### config.mk
export PLATFORM = sky130hd
export DESIGN_NAME = stack_unit_ctrl
export DESIGN_NICKNAME = d
export VERILOG_FILES = /design/src/rtl/stack_unit_ctrl.sv
export SDC_FILE = /design/constraint.sdc
export NUM_CORES = 1
export LEC_CHECK = 0
export BUFFER_PORTS_ARGS = -buffer_cell sky130_fd_sc_hd__buf_4
export CAP_MARGIN = 40
export CORE_ASPECT_RATIO = 1.2
export CORE_MARGIN = 2
export CORE_UTILIZATION = 46
export CTS_BUF_LIST = sky130_fd_sc_hd__clkbuf_2 sky130_fd_sc_hd__clkbuf_4 sky130_fd_sc_hd__clkbuf_8
export CTS_CLUSTER_DIAMETER = 100
export CTS_CLUSTER_SIZE = 40
export DETAILED_ROUTE_END_ITERATION = 10
export HOLD_SLACK_MARGIN = 0.15
export PLACE_DENSITY = 0.95
export SLEW_MARGIN = 20
export SYNTH_ARGS = -nofsm -noshare
export SYNTH_HDL_FRONTEND = slang
export SYNTH_SLANG_ARGS = --single-unit
### constraint.sdc
create_clock -name clock -period 5.1 [get_ports clock]
set_clock_uncertainty 0.1 [all_clocks]
set_input_delay 0 -clock clock [delete_from_list [all_inputs] [get_ports clock]]
set_output_delay 0 -clock clock [all_outputs]
set_load 0.01 [all_outputs]
### src/rtl/stack_unit_ctrl.sv
// stack_unit_ctrl
//   Sequencing controller for a stack unit. It accepts push, pop and peek
//   requests from a producer and drives the external stack register bank.
//   It keeps the stack pointer and hands pop and peek results to a consumer.
//
//   Handshakes (level transition, both sides):
//     producer : a request is pending while rdy_in != rdy_s. When the request
//                is consumed, ack_out toggles and rdy_s takes the value of
//                rdy_in. op and data_in must stay stable while pending.
//     consumer : rdy_out toggles when data_out holds a new result. The output
//                slot is free again once ack_in == rdy_out.
//
//   Optional feature macro: STACK_UNIT_PEEK_EN
//     defined   : op 2'b10 returns the top word and leaves sp unchanged.
//     undefined : op 2'b10 is rejected in the same way as op 2'b11.
//
//   Ports
//     clock, reset_n        clock; synchronous active-low reset
//     rdy_in, op, data_in   producer request (op: 00 push, 01 pop, 10 peek)
//     ack_out               producer acknowledge (toggles)
//     rdy_out, data_out     result to consumer; ack_in is consumer acknowledge
//     err                   1 if the last consumed request was rejected
//     sp                    number of stored words, 0..DEPTH
//     mem_we/addr/wdata     stack memory write port; mem_rdata reads mem_addr
//     fsm_state             current controller state, for debug
module stack_unit_ctrl #(
  parameter int N          = 32,
  parameter int DEPTH_LOG2 = 4
) (
  input  logic                  clock,
  input  logic                  reset_n,
  input  logic                  rdy_in,
  input  logic [1:0]            op,
  input  logic [N-1:0]          data_in,
  output logic                  ack_out,
  output logic                  rdy_out,
  input  logic                  ack_in,
  output logic [N-1:0]          data_out,
  output logic                  err,
  output logic [DEPTH_LOG2:0]   sp,
  output logic                  mem_we,
  output logic [DEPTH_LOG2-1:0] mem_addr,
  output logic [N-1:0]          mem_wdata,
  input  logic [N-1:0]          mem_rdata,
  output logic [1:0]            fsm_state
);

  typedef enum logic [1:0] {
    IDLE     = 2'd0,
    NOTIFY   = 2'd1,
    WAIT_OUT = 2'd2
  } state_t;

  localparam logic [DEPTH_LOG2:0]   SP_FULL  = (DEPTH_LOG2+1)'(2**DEPTH_LOG2);
  localparam logic [DEPTH_LOG2:0]   SP_ONE   = (DEPTH_LOG2+1)'(1);
  localparam logic [DEPTH_LOG2-1:0] ADDR_ONE = DEPTH_LOG2'(1);

  state_t state;
  logic   rdy_s;

  logic pending, full, empty, slot_free;
  logic is_push, is_pop, is_peek, is_read;
  logic do_push, do_read;
  logic [DEPTH_LOG2-1:0] top_addr;

  assign pending   = rdy_in ^ rdy_s;
  assign full      = (sp == SP_FULL);
  assign empty     = (sp == '0);
  assign slot_free = (ack_in == rdy_out);

  assign is_push = (op == 2'b00);
  assign is_pop  = (op == 2'b01);
`ifdef STACK_UNIT_PEEK_EN
  assign is_peek = (op == 2'b10);
`else
  assign is_peek = 1'b0;
`endif
  assign is_read = is_pop | is_peek;

  // When sp == DEPTH the low bits are 0, and subtracting 1 wraps them
  // to DEPTH-1. That is the correct address of the top word.
  assign top_addr = sp[DEPTH_LOG2-1:0] - ADDR_ONE;

  assign do_push = (state == IDLE) && pending && is_push && !full;
  assign do_read = (state == IDLE) && pending && is_read && !empty;

  assign mem_we    = do_push;
  assign mem_wdata = data_in;
  assign fsm_state = state;

  always_comb begin
    mem_addr = '0;
    if (do_push)
      mem_addr = sp[DEPTH_LOG2-1:0];
    else if (do_read)
      mem_addr = top_addr;
  end

  always_ff @(posedge clock) begin
    if (!reset_n) begin
      state    <= IDLE;
      sp       <= '0;
      rdy_s    <= 1'b0;
      ack_out  <= 1'b0;
      rdy_out  <= 1'b0;
      err      <= 1'b0;
      data_out <= '0;
    end else begin
      case (state)
        IDLE: begin
          if (pending) begin
            if (do_push) begin
              sp      <= sp + SP_ONE;
              err     <= 1'b0;
              ack_out <= ~ack_out;
              rdy_s   <= rdy_in;
            end else if (is_read && !empty) begin
              // A read is only consumed once the result can be handed over.
              // Otherwise the controller parks and re-evaluates later.
              if (slot_free) begin
                data_out <= mem_rdata;
                if (is_pop)
                  sp <= sp - SP_ONE;
                state <= NOTIFY;
              end else begin
                state <= WAIT_OUT;
              end
            end else begin
              // Push when full, read when empty, reserved op, or disabled peek.
              err     <= 1'b1;
              ack_out <= ~ack_out;
              rdy_s   <= rdy_in;
            end
          end
        end
        NOTIFY: begin
          rdy_out <= ~rdy_out;
          ack_out <= ~ack_out;
          rdy_s   <= rdy_in;
          err     <= 1'b0;
          state   <= IDLE;
        end
        WAIT_OUT: begin
          if (slot_free)
            state <= IDLE;
        end
        default: state <= IDLE;
      endcase
    end
  end

endmodule

* Word-level counts from Yosys, hierarchy flattened
Cells that the tools add are included.
Storage, ports and cells: register bits after elaboration 43, input bits 70, output and inout bits 79, word-level logic and storage cells 67
Cells by class: $add $sub $neg 3, equality and inequality tests 10, mux-type cells 24, bitwise gates (word level) 4, reduce and logical (&&, ||, !) cells 19
Operators with widths (count):
- two-way mux 5 bit | 4
- two-way mux 2 bit | 5
- AND reduction 5 bit | 2
- two-way mux 1 bit | 9
- two-way mux 4 bit | 2
- nonzero test 2 bit | 4
- logical AND 1 bit | 6
- != test 2 bit (second input constant) | 3
- one-hot mux 1 bit (2 select lines) | 3
- adder 5 x 1 -> 5 bit (second input constant) | 1
- == test 5 bit (second input constant) | 1
- logical NOT 5 bit | 1
- subtractor 5 x 1 -> 5 bit (second input constant) | 1
- == test 2 x 1 -> 1 bit (second input constant) | 2
- logical NOT 2 bit | 2
- one-hot mux 2 bit (2 select lines) | 1
- AND reduction 4 bit | 1
- subtractor 4 x 1 -> 4 bit (second input constant) | 1
- != test 3 bit (second input constant) | 1
- NOT 1 bit | 3
- AND reduction 3 bit | 1
- == test 2 bit (second input constant) | 1
- logical NOT 1 bit | 2
- != test 2 x 1 -> 1 bit (second input constant) | 1
- other kinds (2) | 2

* Longest topological paths before layout
Gate-level depths: netlist of the first run.
word-level depth 7, depth in mapped cells 13, mapped depth without buffers 12

* Least setup slack after synthesis of the first run
OpenSTA, ideal clock, no wires.
kind reg2reg, from reg sp[1], to reg sp[4], arrival 2274 ps, data required time 4885 ps, setup slack 2612 ps, stages on the path, launching flop included 13, buffers on the path 1, clock period less this slack 2488 ps, cells stage by stage dfxtp_1 -> clkbuf_1 -> inv_1 -> ha_1 -> nand4bb_4 -> nand3_4 -> clkinv_4 -> xnor2_1 -> ha_1 -> o31a_1 -> o2bb2ai_2 -> mux2i_1 -> o21a_1
Between the ends: cells in the longest elaborated chain, start to end 5, elaborated cells between the ends (all ways) 16, those cells by class add/sub: 2; eq/ne: 1; mux: 4; reduce/logical: 9
RTL lines:
- from (decl) | RTL line 40 | output logic [DEPTH_LOG2:0] sp,
- from (signal assigned) | RTL line 113 | sp <= sp + SP_ONE;
- from (signal assigned) | RTL line 123 | sp <= sp - SP_ONE;
- == test 5 bit (*) | RTL line 67 | assign full = (sp == SP_FULL);
- logical NOT 1 bit (*) | RTL line 84 | assign do_push = (state == IDLE) && pending && is_push && !full;
- logical AND 1 bit (*) | RTL line 84
- net mem_we | RTL line 41 | output logic mem_we,
- nonzero test 2 bit (no line)
- AND reduction 5 bit (no line)
The timed path passes the listed nets; every way through them passes the cells marked *. The select of a mux whose other input is x is not followed. A chain may end at the register's enable or synchronous reset.

* Final worst setup path of the first run
from reg state[1] (netlist: fsm_state[1]), to reg sp[4]
Between the ends: cells in the longest elaborated chain, start to end 6, elaborated cells between the ends (all ways) 9, those cells by class mux: 1; reduce/logical: 8
RTL lines:
- from (decl) | RTL line 58 | state_t state;
- from (signal assigned) | RTL line 101 | state <= IDLE;
- from (signal assigned) | RTL line 124 | state <= NOTIFY;
- from (signal assigned) | RTL line 126 | state <= WAIT_OUT;
- logical NOT 2 bit (*) | RTL line 84, 109
- logical AND 1 bit (3 in a row) | RTL line 84
- nonzero test 2 bit (no line)
- AND reduction 5 bit (no line)
Mark *: on every way between the ends. The rest lies on a longest branch, timed or not.

==> results of run 1 <==
==> layout make-up <==
type	count	area, µm²
Timing Repair Buffer	155	1361
Fill cell	308	1127
Multi-Input combinational cell	169	1013
Sequential cell	43	860.8
Clock buffer	6	76.32
Tap cell	58	72.57
Clock inverter	2	60.06
Inverter	4	20.02
Antenna cell	1	2.502
==> report_power, final <==
part | internal (µW) | switching (µW) | leakage [µW]
registers | 348 | 16.1 | 0.000348
clock network | 201 | 111 | 0.0000688
logic | 116 | 92.3 | 0.00104
total | 665 | 219 | 0.00146
==> flip-flops by register name, summed over array words and instances (netlist names) <==
name / cells
ack_out: 1
data_out: 32
err: 1
fsm_state: 2
rdy_out: 1
rdy_s: 1
sp: 5
==> stage by stage <==
stage               worst slack [ns]  instances  hold WS, ns    util
detailed placement             2.578        361     -0.09993  0.5763
finish                         2.055        438       0.1599  0.7546
floorplan                      2.612        262    -0.008235       -
global placement               2.500        359     -0.09993  0.5670
global route                   1.885        437       0.1981  0.7541
CTS                            2.089        437       0.1642  0.7541
==> worst max-delay path: cells and delay by family (launching register included) <==
kind	cells	cell delay [ns]
adders and majority gates	1	0.26
and+or+nand+nor	2	0.49
xor gates and xnor gates	1	0.08
DFF	1	0.44
AOI/OAI and AO/OA	3	0.60
muxes	1	0.21
buffers and inverters	2	0.80
==> worst paths after layout <==
kind,startpoint,endpoint,slack (ns),cells after the start
worst min register to register,data_out[3],data_out[3],0.36,2
worst max register to register,fsm_state[1],sp[4],2.05,10
worst max-delay path,fsm_state[1],sp[4],2.05,10
worst min-delay path,ack_in,fsm_state[1],0.16,5
==> per-layer routing <==
metal  track usage  vias to the layer above  routed length, µm
met1        0.2390                     1050               2262
met3       0.03949                       20                460
met4        0.1449                        0                226
met2        0.4554                      124               3578
li1              -                     1074                  -
met5             0                        -                  0
==> repair_timing <==
| action | CTS | global route |
|---|---|---|
| hold endpoints to repair | 68 | 0 |
| hold buffers | 68 | 0 |
| resized for setup | 0 | 0 |
| setup endpoints to repair | 0 | 0 |
==> placed cells by master, fill, tap and decap left out, drive strengths merged <==
master,n
and2,2
dlygate4sd3,68
bufinv,2
nand2,70
ha,4
and4b,1
diode,1
o21ai,7
nand4,1
and3,1
nor4b,1
o31a,1
nand4bb,1
xor2,3
a31oi,1
a22oi,1
o21a,1
nor3,4
nand2b,1
dfxtp,43
nand3,3
mux2i,4
a21oi,35
o2111a,2
or4b,1
buf,87
clkbuf,6
inv,3
xnor2,6
a211oi,1
clkinv,1
nand4b,1
o22ai,1
nor2,12
o2bb2ai,2
nor4,1
==> cell families after synthesis <==
group,Yosys count,share of synthesized area
flip-flops,43,0.3891
buffers and inverters,50,0.1527
AND/OR/NAND/NOR,100,0.2313
XOR/XNOR,9,0.04412
multiplexers,4,0.01810
AO/OA/AOI/OAI,52,0.1420
adder cells (fa/ha/maj),4,0.02263
==> reports/results.tsv, run 1 <==
metric	value	unit
clk_latency	0.28	ns
ir_drop	166.0	µV
ioPinCount	149	
final_layout_size_suffix_gt1_frac	0.2823	
finalSetupTns	0	ns
fin_crit	3.045	ns
critPathCaptureType	register	
yosysWarnings	0	
async_flop_share	0	
path_clk_slew	0.08	ns
maxCapViolCount	0	
antenna_found_initial	0	
synth_common_cells	70 x nand2_1, 43 x dfxtp_1, 35 x a21oi_1, 35 x buf_4, 12 x nor2_1	
crit_required	5.23	ns
vias	2268	
drtAntennaViolNets	0	
grt_max_degree	36	
synth-edff-count	0	
start_util	0.4815	
drtPass1Iterations	4	
routed_wl	6.527	mm
cp-start-kind	register	
yosysTopAreaCellShare	0.3891	
worstSetupPathType	reg -> reg	
rsz0062_at_grt	no	
worstMarginPinSlew	0.6609	ns
maxSlewHeadroom	0.5589	
synth_fp_nets	336	
finalMaxSlewViolations	0	
grt_pass1_wl	9.873	mm
hold_violations	0	
netlist_area	0.002212	mm²
die_h	79.97	µm
seq_area_frac_synth	0.3891	
avgSynthCellArea	8.443	µm²
cts_buffers	5	
synth_cells	262	
static-leakage-power	0.001461	µW
first_global_vias	2225	
io_buffers	84	
critPathArrivalTime	3.18	ns
clock-root-buffer	clkbuf_8	
synth.distinct_cells	40	
post_drt_wl_per_cell	14.90	µm
max_stage_delay	0.65	ns
rows	27	
via_per_inst	5.178	
finalWeightedCongestion	0.8407	
status	finished, final reports clean	
hold_class	in -> reg	
postCtsSetupBuffers	0	
cts.path.max_buffers	2	
htreeDepth	2	
nets	452	
numClockSinks	43	
power.density	255.1	mW/mm²
dp_hpwl	3.696	mm
route.detailed.drc	0	
crit_slowest_cell	dlygate4sd3_1	
ys.flop_type	dfxtp_1	
synth_area_leaders	dfxtp_1 39%, buf_4 12%, nand2_1 12%	
dieArea	0.005382	mm²
fin_crit_sh	0.5971	
grtUsageTotal	0.2419	
dpl_cell_area	0.002648	mm²
worstPathMaxFanout	10	
yosysMostFrequentCell	nand2_1	
dr.first_iter.drc_count	111	
fp.dieW	67.31	µm
total_power	884.3	µW
crit_chain	nor4_4 > dlygate4sd3_1 > nand3_4 > clkinv_4 > xnor2_1 > ha_1 > o31a_1 > o2bb2ai_2 > mux2i_1 > o21a_1	
syn_to_final_growth	56.73	%
overflow	0	
synth-seq-cells	43	
synth_top_cell_by_area	dfxtp_1	
coreArea	0.004594	mm²
cts_tree	done	
fin_area	0.003467	mm²
fmax	0.3284	GHz
setup_viol	0	
Power figures use the tool's default switching activity.
==> run 2, diff against run 1 <==
Settings changed: ABC_AREA set to 1, CORE_UTILIZATION 46 to 43.
Clock period 5.1 ns to 3.1 ns, I/O delays scaled along.
==> run 2 against run 1 <==
Utilization decreased by 0.36 points. Largest power group unchanged. Register-to-register slack got worse by 1.8 ns. Global-route usage increased by 2.0 points.
==> reports/results.tsv, run 2 <==
metric	value	unit	change
status	finished, final reports clean		
hold_class	in -> reg		
ctsResizeCount	0		unchanged
ys.flop_type	dfxtp_1		
dieArea	0.005675	mm²	+5.4%
die_h	82.13	µm	+2.7%
drtAntennaViolNets	0		unchanged
start_util	0.4459		-0.03556
layout_common_cells	100 x dlygate4sd3_1, 84 x buf_4, 75 x nor2_1		
dr.first_iter.drc_count	144		+30%
coreArea	0.004905	mm²	+6.8%
ioPinCount	149		unchanged
synth_common_cells	75 x nor2_1, 43 x dfxtp_1, 34 x buf_4		
yosysWarnings	0		unchanged
gr-usage-met3	0.05947		+0.01997
nFillCells	303		-1.6%
synth_top_cell_by_area	dfxtp_1		
cts_buffers	5		unchanged
grtUsageMet1	0.2817		+0.04273
critPathArrivalTime	2.92	ns	-0.26 ns
netlist_area	0.002187	mm²	-1.1%
crit_chain	inv_1 > ha_1 > nand3_1 > nand3_1 > inv_2 > nand2_1 > inv_2 > nand3_4 > o21ai_0 > dlygate4sd3_1 > nor2_1		
grt-busiest-layer	met2		
synth.distinct_cells	28		-30%
hold_violations	0		unchanged
synth-edff-count	0		unchanged
final_common_cell	dlygate4sd3_1		
finalMaxSlewViolations	0		unchanged
synth_cells	302		+15%
post_drt_wl_per_cell	15.09	µm	+1.3%
grtUsageTotal	0.2623		+0.02034
critPathCaptureType	register		
final_layout_size_suffix_gt1_frac	0.2267		-0.05566
path_clk_slew	0.08	ns	about the same
seq_area_frac_synth	0.3936		+0.004452
cts_tree	done		
clk_latency	0.29	ns	about the same
first_global_vias	2456		+10%
async_flop_share	0		unchanged
ir_drop	229.8	µV	+38%
yosysMostFrequentCell	nor2_1		
worstPathMaxFanout	37		+27
cp-start-kind	register		
fin_crit	2.830	ns	-0.2156 ns
drtPass1Iterations	4		unchanged
htreeDepth	2		unchanged
avgSynthCellArea	7.242	µm²	-14%
dp_hpwl	3.547	mm	-4.0%
power.density	389.5	mW/mm²	+53%
overflow	0		unchanged
io_buffers	84		unchanged
worstMarginPinSlew	0.4600	ns	-0.2009 ns
largest_reg_flops	32		unchanged
numClockSinks	43		unchanged
antenna_found_initial	1		+1
cpLargestDelayFamily	buffers and inverters		
grt_max_degree	41		+14%
route.detailed.drc	0		unchanged
maxSlewHeadroom	0.6933		+0.1344
nets	523		+16%
postCtsSetupBuffers	0		unchanged
largest-register	data_out		
crit_required	3.19	ns	-2.04 ns
crit_buf_inv	4		+2
worstSetupPathType	reg -> reg		
vias	2576		+14%
syn_to_final_growth	68.42	%	
clock-root-buffer	clkbuf_8		
fp.dieW	69.11	µm	+2.7%
static-leakage-power	0.001711	µW	+17%
via_per_inst	5.041		-2.6%
yosysTopAreaCellShare	0.3936		+0.004452
max_stage_delay	0.62	ns	-0.03 ns
rsz0062_at_grt	no		
crit_slowest_cell	dlygate4sd3_1		
finalWeightedCongestion	0.9138		+8.7%
routed_wl	7.713	mm	+18%
synth_area_leaders	dfxtp_1 39%, nor2_1 13%, buf_4 12%		
total_power	1435	µW	+62%
finalSetupTns	0	ns	unchanged
cts.path.max_buffers	2		unchanged
synth_fp_nets	376		+12%
setup_viol	0		unchanged
maxCapViolCount	0		unchanged
fin_crit_sh	0.9128		+0.3157
synth-seq-cells	43		unchanged
grt_pass1_wl	11.77	mm	+19%
rrSetupSlack	0.27	ns	-1.78 ns
fmax	0.3534	GHz	+7.6%
grt_use_met2	0.4962		+0.04071
rows	28		+3.7%
run 2: cell count changes after synthesis, moves of 4 or more:
cell | before | now
nor2_1 | 12 | 75
nand2_1 | 70 | 25
a21oi_1 | 35 | 7
inv_1 | 3 | 26
o21ai_1 | 0 | 23
o21ai_0 | 7 | 20
nand3_1 | 2 | 13
xnor2_1 | 6 | 1
mux2i_1 | 4 | 0
run 2: metrics by stage:
stage	instances	instance area (µm²)	util	setup WS (ns)	hold WS, ns
after floorplan	302	2187	-	0.9453	-0.008235
after global placement	402	2567	0.5235	0.8692	-0.09993
after detailed placement	402	2567	0.5235	0.7533	-0.09993
after CTS	510	3681	0.7505	0.4372	0.1719
after global routing	511	3684	0.7510	0.08690	0.1993
final	511	3684	0.7510	0.2703	0.1823
run 2: layer usage:
layer,vias up,share of wire
met2,159,0.51
met3,29,0.076
met1,1168,0.37
met4,0,0.036
li1,1220,-
met5,-,0
run 2: cell families after synthesis:
logic type,synth area share
buf+inv,0.2031
flops,0.3936
xor+xnor,0.01602
simple gates,0.2368
fa+ha+maj,0.02288
compound gates,0.1276
run 2: path summary, 6_finish.rpt:
path	startpoint	endpoint	cells past startpoint
max	sp[0]	data_out[16]	11
min	op[0]	fsm_state[1]	7
max reg2reg	sp[0]	data_out[16]	11
min reg2reg	err	err	2
run 2: repair_timing:
item                                   in CTS  in global routing
endpoints found under the hold margin      74                  0
setup endpoints to repair                   0                  0
hold buffers                              100                  0
run 2: power by group:
part / switching [µW] / total, µW / leakage, µW / internal, µW
Clock: 188 / 428 / 0.0000581 / 240
Sequential: 28.5 / 609 / 0.000349 / 580
Combinational: 185 / 398 / 0.00130 / 213
run 2: final cells by class:
cell class	instances	area (µm²)	share of cell area
well taps	60	75.07	0.02038
diodes	1	2.502	0.0006793
inverters	31	118.9	0.03227
multi-input cells	184	882.1	0.2395
flip-flops and latches	43	860.8	0.2337
clock inverters	3	43.79	0.01189
clock buffers	5	68.82	0.01868
repair buffers	184	1632	0.4429
run 2: worst reg2reg max path, cell delays in order (launching register included):
cell	delay [ns]
dfxtp_1	0.46
inv_1	0.15
ha_1	0.25
nand3_1	0.10
nand3_1	0.08
inv_2	0.05
nand2_1	0.05
inv_2	0.10
nand3_4	0.35
o21ai_0	0.39
dlygate4sd3_1	0.62
nor2_1	0.05
